File: src/rtl/as2650_extbus_if.sv
// Bridges the AS2650 core's single-request memory port onto a multiplexed
// external bus (AD/AH/ALE/RD_N/WR_N) with programmable wait states.
module as2650_extbus_if #(
  parameter int ADDR_W = 15,
  parameter int WAIT_W = 3
) (
  input  logic              wb_clk_i,
  input  logic              wb_rst_i,
  input  logic              cpu_req,
  input  logic              cpu_we,
  input  logic [ADDR_W-1:0] cpu_addr,
  input  logic [7:0]        cpu_wdata,
  output logic [7:0]        cpu_rdata,
  output logic              cpu_ready,
  input  logic [WAIT_W-1:0] wait_cfg,
  output logic              busy,
  input  logic [7:0]        pad_ad_in,
  output logic [7:0]        pad_ad_out,
  output logic [7:0]        pad_ad_oeb,
  output logic [ADDR_W-9:0] pad_ah_out,
  output logic              pad_ale,
  output logic              pad_rd_n,
  output logic              pad_wr_n
);

  typedef enum logic [2:0] {
    S_IDLE,
    S_ADDR,
    S_LATCH,
    S_ACCESS,
    S_END
  } state_t;

  state_t              state, state_nxt;
  logic [WAIT_W-1:0]   cnt, cnt_nxt;
  logic [ADDR_W-1:0]   addr_q;
  logic                we_q;
  logic [7:0]          wdata_q;
  logic [WAIT_W-1:0]   n_q;
  logic [7:0]          ad_out_nxt;
  logic [7:0]          oeb_nxt;
  logic [ADDR_W-9:0]   ah_nxt;

  assign busy = (state != S_IDLE);

  // Pad values are decoded from the next state so every pad output is a flop
  // that already shows the new phase in the first cycle of that phase.
  always_comb begin
    state_nxt  = state;
    cnt_nxt    = cnt;
    ad_out_nxt = pad_ad_out;
    oeb_nxt    = 8'hFF;
    ah_nxt     = pad_ah_out;

    unique case (state)
      S_IDLE:   if (cpu_req) state_nxt = S_ADDR;
      S_ADDR:   state_nxt = S_LATCH;
      S_LATCH: begin
        state_nxt = S_ACCESS;
        cnt_nxt   = n_q;
      end
      S_ACCESS: begin
        if (cnt == '0) state_nxt = S_END;
        else           cnt_nxt   = cnt - 1'b1;
      end
      S_END:    state_nxt = S_IDLE;
      default:  state_nxt = S_IDLE;
    endcase

    // ADDR is only reachable from IDLE, so the live core address is used there.
    unique case (state_nxt)
      S_ADDR: begin
        oeb_nxt    = 8'h00;
        ad_out_nxt = cpu_addr[7:0];
        ah_nxt     = cpu_addr[ADDR_W-1:8];
      end
      S_LATCH:  oeb_nxt = 8'h00;
      S_ACCESS, S_END: begin
        if (we_q) begin
          oeb_nxt    = 8'h00;
          ad_out_nxt = wdata_q;
        end
      end
      default: ;
    endcase
  end

  always_ff @(posedge wb_clk_i) begin
    if (wb_rst_i) begin
      state      <= S_IDLE;
      cnt        <= '0;
      addr_q     <= '0;
      we_q       <= 1'b0;
      wdata_q    <= '0;
      n_q        <= '0;
      pad_ad_out <= '0;
      pad_ad_oeb <= 8'hFF;
      pad_ah_out <= '0;
      pad_ale    <= 1'b0;
      pad_rd_n   <= 1'b1;
      pad_wr_n   <= 1'b1;
      cpu_rdata  <= '0;
      cpu_ready  <= 1'b0;
    end else begin
      state      <= state_nxt;
      cnt        <= cnt_nxt;
      if (state == S_IDLE && cpu_req) begin
        addr_q  <= cpu_addr;
        we_q    <= cpu_we;
        wdata_q <= cpu_wdata;
        n_q     <= wait_cfg;
      end
      pad_ad_out <= ad_out_nxt;
      pad_ad_oeb <= oeb_nxt;
      pad_ah_out <= ah_nxt;
      pad_ale    <= (state_nxt == S_ADDR);
      pad_rd_n   <= !(state_nxt == S_ACCESS && !we_q);
      pad_wr_n   <= !(state_nxt == S_ACCESS && we_q);
      cpu_ready  <= (state_nxt == S_END);
      // Read data is taken on the last strobe edge, while RD_N is still low.
      if (state == S_ACCESS && cnt == '0 && !we_q)
        cpu_rdata <= pad_ad_in;
    end
  end

endmodule
File: config.mk
export PLATFORM = sky130hd
export DESIGN_NAME = as2650_extbus_if
export DESIGN_NICKNAME = d
export VERILOG_FILES = /design/src/rtl/as2650_extbus_if.sv
export SDC_FILE = /design/constraint.sdc
export NUM_CORES = 1
export LEC_CHECK = 0
export CELL_PAD_IN_SITES_DETAIL_PLACEMENT = 0
export CELL_PAD_IN_SITES_GLOBAL_PLACEMENT = 1
export CORE_MARGIN = 8
export CORE_UTILIZATION = 27
export CTS_CLUSTER_DIAMETER = 100
export DETAILED_ROUTE_END_ITERATION = 7
export DONT_BUFFER_PORTS = 1
export PLACE_DENSITY = 0.62
export REMOVE_ABC_BUFFERS = 1
export SLEW_MARGIN = 20
export SYNTH_ARGS = -nofsm -noshare
export SYNTH_HDL_FRONTEND = slang
export SYNTH_SLANG_ARGS = --single-unit
export TNS_END_PERCENT = 1
File: constraint.sdc
create_clock -name wb_clk_i -period 2.1 [get_ports wb_clk_i]
set_input_delay 0 -clock wb_clk_i [delete_from_list [all_inputs] [get_ports wb_clk_i]]
set_output_delay 0 -clock wb_clk_i [all_outputs]
set_load 0.02 [all_outputs]
# [Word-level counts from Yosys, hierarchy flattened]
# Cells that the tools add are included.
[totals] out_inout_bits=36 ff_bits=53 elab_cells=49
[classes] n_eq_ne=9 mux=9 n_reduce_logical=17 add_sub_neg=1
[ops] op="case mux 8 bit (2 select lines)" n=2
[ops] op="two-way mux 8 bit" n=2
[ops] op="equality test 3 x 2 -> 1 bit (second input constant)" n=4
[ops] op="case mux 3 bit (4 select lines)" n=1
[ops] op="two-way mux 3 bit" n=3
[ops] op="equality test 3 x 1 -> 1 bit (second input constant)" n=2
[ops] op="logical NOT 3 bit" n=2
[ops] op="case mux 3 bit (2 select lines)" n=1
[ops] op="logical AND 1 bit" n=5
[ops] op="!= test 2 bit (second input constant)" n=2
[ops] op="AND reduction 2 bit" n=2
[ops] op="nonzero test 2 bit" n=2
[ops] op="OR reduction 2 bit" n=2
[ops] op="equality test 3 bit (second input constant)" n=1
[ops] op="logical NOT 1 bit" n=3
[ops] op="nonzero test 3 bit" n=1
[ops] op="subtractor 3 x 1 -> 3 bit (second input constant)" n=1

# [Logic depth before layout (Yosys ltp)]
[depth] depth_word=7 depth_mapped=6 mapped_depth_nobuf=5

# [Least setup slack after synthesis]
# OpenSTA, ideal clock, no wires.
[synth_timing] path_type="register to register" from="reg state[1]" to="reg we_q" path_stages_with_launch=6 required_ps=1969 synth_period_minus_slack_ps=1372 t_arrival_ps=1241 slack_ps=728 path_cell_list="dfxtp_1 buf_6 or4b_1 buf_2 nand2_1 a21oi_2"
[synth_via] elab_chain_len=2
[synth_lines] item="from (decl)" line_no="34" text="state_t state, state_nxt;"
[synth_lines] item="from (signal assigned)" line_no="105" text="state <= state_nxt;"
[synth_lines] item="logical NOT 3 bit" line_no="107" text="if (state == S_IDLE && cpu_req) begin"
[synth_lines] item="logical AND 1 bit" line_no="107"
[synth_lines] item="to (signal assigned)" line_no="109" text="we_q <= cpu_we;"
[synth_lines] item="to (decl)" line_no="37" text="logic we_q;"
# Every way passes these cells.
# A chain may end at the register's enable or synchronous reset.

# [Final worst setup path]
[layout_timing] from="reg state[0]" to="reg n_q[0]"
[layout_via] elab_chain_len=2
[layout_lines] item="logical NOT 3 bit" line_no="107"
[layout_lines] item="logical AND 1 bit" line_no="107"
[layout_lines] item="to (signal assigned)" line_no="111" text="n_q <= wait_cfg;"
[layout_lines] item="to (decl)" line_no="39" text="logic [WAIT_W-1:0] n_q;"
# Every way passes these cells.

==> impl_results.rst <==
.. list-table::
   :header-rows: 1

   * - Metric
     - Value
   * - Top cell type's share of synthesized area
     - 48.0%
   * - Number of endpoints failing setup at the final stage
     - 0
   * - Combinational family with the most area after synthesis
     - compound AO/OA/AOI/OAI gates
   * - Static leakage
     - about 0.00085 uW
   * - Crit Path Class
     - reg2reg
   * - Number of nets at the end of the flow
     - ~290
   * - Arrival @ worst endpoint
     - just under 2000 ps
   * - Worst min-delay path class
     - in2reg
   * - CP Cell Sequence
     - or4b_1 > nand2_1 > a21oi_1
   * - Time the worst path needs with I/O delays and setup
     - approximately 1800 ps
   * - Clock Tree Root
     - clkbuf_8
   * - Highest attainable clock frequency
     - about 560 MHz
   * - Clock Sink Count
     - 46
   * - Number of pins exceeding their max-slew limit in the final report
     - 0
   * - Number of global-route vias before repair
     - 1566
   * - Standard-cell row count
     - 30
   * - Setup repair after global routing missed its margin
     - no
   * - Total of flip-flops plus latches after synthesis
     - between 40 and 50
   * - Power per unit of standard cell area
     - between 800 and 900 nW/um2
   * - Largest net degree at the start of global routing
     - 46
   * - Number of setup buffers added after CTS
     - 0
   * - Die X-Extent
     - roughly 100 um
   * - Largest buffer count on any clock path
     - 2
   * - Share of the synthesized area in compound gates (AO/OA/AOI/OAI)
     - between 20 and 25%
   * - Insertion delay to the later sink of the worst-skew pair
     - 300 ps
   * - Largest stage delay on the critical path
     - 910 ps
   * - Number of buffers created by CTS
     - 5
   * - Top flip-flop cell by instance count after synthesis
     - dfxtp_1
   * - WL/cell
     - about 15 um
   * - Worst setup EP type
     - register
   * - Outcome
     - finished, final reports clean
   * - Required time reported for the critical path endpoint
     - between 2000 and 2500 ps
   * - Area contributors post-synth
     - dfxtp_1 (48%), a21oi_1 (9.9%), nand2_1 (8.0%)
   * - Routability cong.
     - roughly 0.75
   * - Final hold violation count
     - 0
   * - Post-synth EDFFs
     - 0
   * - Worst R2R Setup Slack
     - between 300 and 400 ps
   * - Clk_skew
     - about 7.9 ps
   * - Number of antenna violations at the first check in global routing
     - 0
   * - Share of flip-flops with an asynchronous set or reset after synthesis
     - 0%
   * - Synthesis Warnings
     - 0
   * - Grt total ovfl
     - 0
   * - Type of origin of the critical path
     - register
   * - Max Fanout on Critical Path
     - 20
   * - Max Cap Violations
     - 0
   * - Diodes inserted
     - 0
   * - VDD IR-drop max
     - 0.273 mV
   * - Avg Inst Size Synth
     - 8.45 um2
   * - Synth unique cells
     - 35
   * - Layout cell share with drive strength beyond 1
     - under 10%
   * - Violation count after the first detailed-route iteration
     - between 50 and 60
   * - Clock slew at the register clock pins of the worst setup and hold paths
     - ~90 ps
   * - DIE AREA
     - slightly above 10000 um2
   * - Initial Util
     - between 20% and 30%
   * - Total half-perimeter wirelength after legalization and detailed placement
     - roughly 3500 um
   * - Max transition margin
     - 46.3%
   * - Transition time of the tightest slew-check pin
     - ~810 ps
   * - Final Routed Wirelength
     - about 5300 um
   * - Pre-antenna DRT Iters
     - 5
   * - DRC violations left
     - 0
   * - Vertical extent of the die
     - 100 um
   * - Multiplexer area fraction after synthesis
     - 0%
   * - First-pass GRT wire length
     - around 8000 um
   * - I/O pin total
     - between 70 and 80
   * - Cell count after synthesis
     - between 200 and 250
   * - Post-Syn Area
     - about 1900 um2
   * - Area share of and/or/nand/nor cells after synthesis
     - around 21%
   * - Setup TNS Final
     - 0 ps
   * - Number of levels in the clock H-tree
     - 2
   * - Number of vias per cell after detailed routing
     - around 4.7
   * - Crit-path slowest cell
     - or4b_1
   * - TritonCTS clock tree
     - done
   * - Share of the clock period used by the worst path after layout
     - 84.4%
   * - Total GRT Usage
     - between 10% and 20%
   * - IO Port Bufs
     - 0
   * - Sequential share of the synthesized area
     - about 48%
   * - Adder-cell share of the synthesized area
     - roughly 1.3%
   * - Dominant cell type by area after synthesis
     - dfxtp_1
   * - Number of routed nets with antenna violations
     - 0
   * - Layout overhead on the synthesized area
     - 26.2%
   * - Hold_ws
     - ~190 ps
   * - Overall via count from detail_route
     - roughly 1600
   * - Xor-xnor portion of the synthesized cell area
     - 0%
   * - Placeable core region
     - between 6000 and 7000 um2
[logic make-up (layout without fill, tap and decap cells)]
logic type,Yosys count,count (layout)
AO/OA/AOI/OAI,73,73
buffers and inverters,28,53
AND/OR/NAND/NOR,78,78
adder cells (fa/ha/maj),2,2
flip-flops,46,46
[cells in the mapped netlist (all sizes together), types with 2 or more instances]
master and n:
a211oi 8, a21oi 39, and3b 3, buf 16
clkbuf 9, dfxtp 46, ha 2, inv 2
nand2 41, nand3 8, nor2 3, nor2b 3
nor3 11, o21ai 19
[stage by stage]
step | util (%) | std cells | instance area, um2 | total power (uW) | worst slack (ps)
floorplan | - | 202 | 1770 | 1290 | 476
global placement | 28.1 | 302 | 1920 | 1390 | 366
detailed placement | 28.1 | 302 | 1920 | 1390 | 338
CTS | 35.4 | 348 | 2420 | 2140 | 316
global route | 35.4 | 348 | 2420 | 2230 | 196
finish | 35.4 | 348 | 2420 | 2110 | 328
[critical path, delay by kind of cell (launching register included)]
family / cells / cell delay, ps
simple gates: 2 / 1090
compound gates: 1 / 80
flops: 1 / 480
[power breakdown]
part           switching [uW]  internal [uW]  total, uW  leakage, uW
sequential                142            945       1090     0.000376
clock                     313            357        670    0.0000585
combinational             194            159        353     0.000420
total                     649           1460       2110     0.000855
[flip-flops by register name, indices dropped and copies added (netlist names)]
name and cells:
pad_rd_n 1, we_q 1, pad_ad_oeb 1, cnt 3, n_q 3, cpu_ready 1, wdata_q 8, state 3
pad_wr_n 1, pad_ah_out 7, cpu_rdata 8, pad_ad_out 8, pad_ale 1
[cells in the final DEF (no fill, tap or decap), drive strengths merged]
cell type    netlist  final
dfxtp             46     46
nand2             41     41
a21oi             39     39
dlygate4sd3        0     37
o21ai             19     19
nor3              11     11
nand3              8      8
a211oi             8      8
clkbuf             9      5
buf               16      5
nor2b              3      3
and3b              3      3
nor2               3      3
inv                2      3
ha                 2      2
clkinv             1      2
or3                1      1
nor4bb             1      1
or2b               1      1
nand4bb            1      1
or3b               1      1
nor4b              1      1
or4b               1      1
nand3b             1      1
nand2b             1      1
o21ba              1      1
o211ai             1      1
a2111oi            1      1
o2111ai            1      1
a31oi              1      1
a311oi             1      1
a211o              1      1
bufinv             0      1
[cell type report]
class | count | area, um2
clock inverter | 3 | 43.8
tap | 96 | 120
clock buffer | 5 | 68.8
sequential | 46 | 922
timing repair buffer | 42 | 420
multi-input combinational | 153 | 835
inverter | 3 | 11.3
fill | 747 | 4410
[timing repair]
action | 4_1_cts | 5_1_grt
hold buffers | 38 | 0
gates resized for setup | 0 | 0
endpoints found under the hold margin | 46 | 0
[worst paths after layout]
path | startpoint | end | cells after the start
hold / removal | cpu_req | wdata_q[5] | 4
setup / recovery | state[0] | n_q[0] | 3
setup reg to reg | state[0] | n_q[0] | 3
hold reg to reg | wdata_q[4] | wdata_q[4] | 2
[routing by layer]
metal | share of wire, % | vias to the layer above | GRT usage [%]
li1 | - | 833 | -
met3 | 6.6 | 7 | 3.32
met2 | 47 | 43 | 15.8
met1 | 44 | 736 | 12.6
met4 | 2.3 | 0 | 5.35
met5 | 0 | - | 0
No activity file was read; power rests on OpenSTA's default activity.
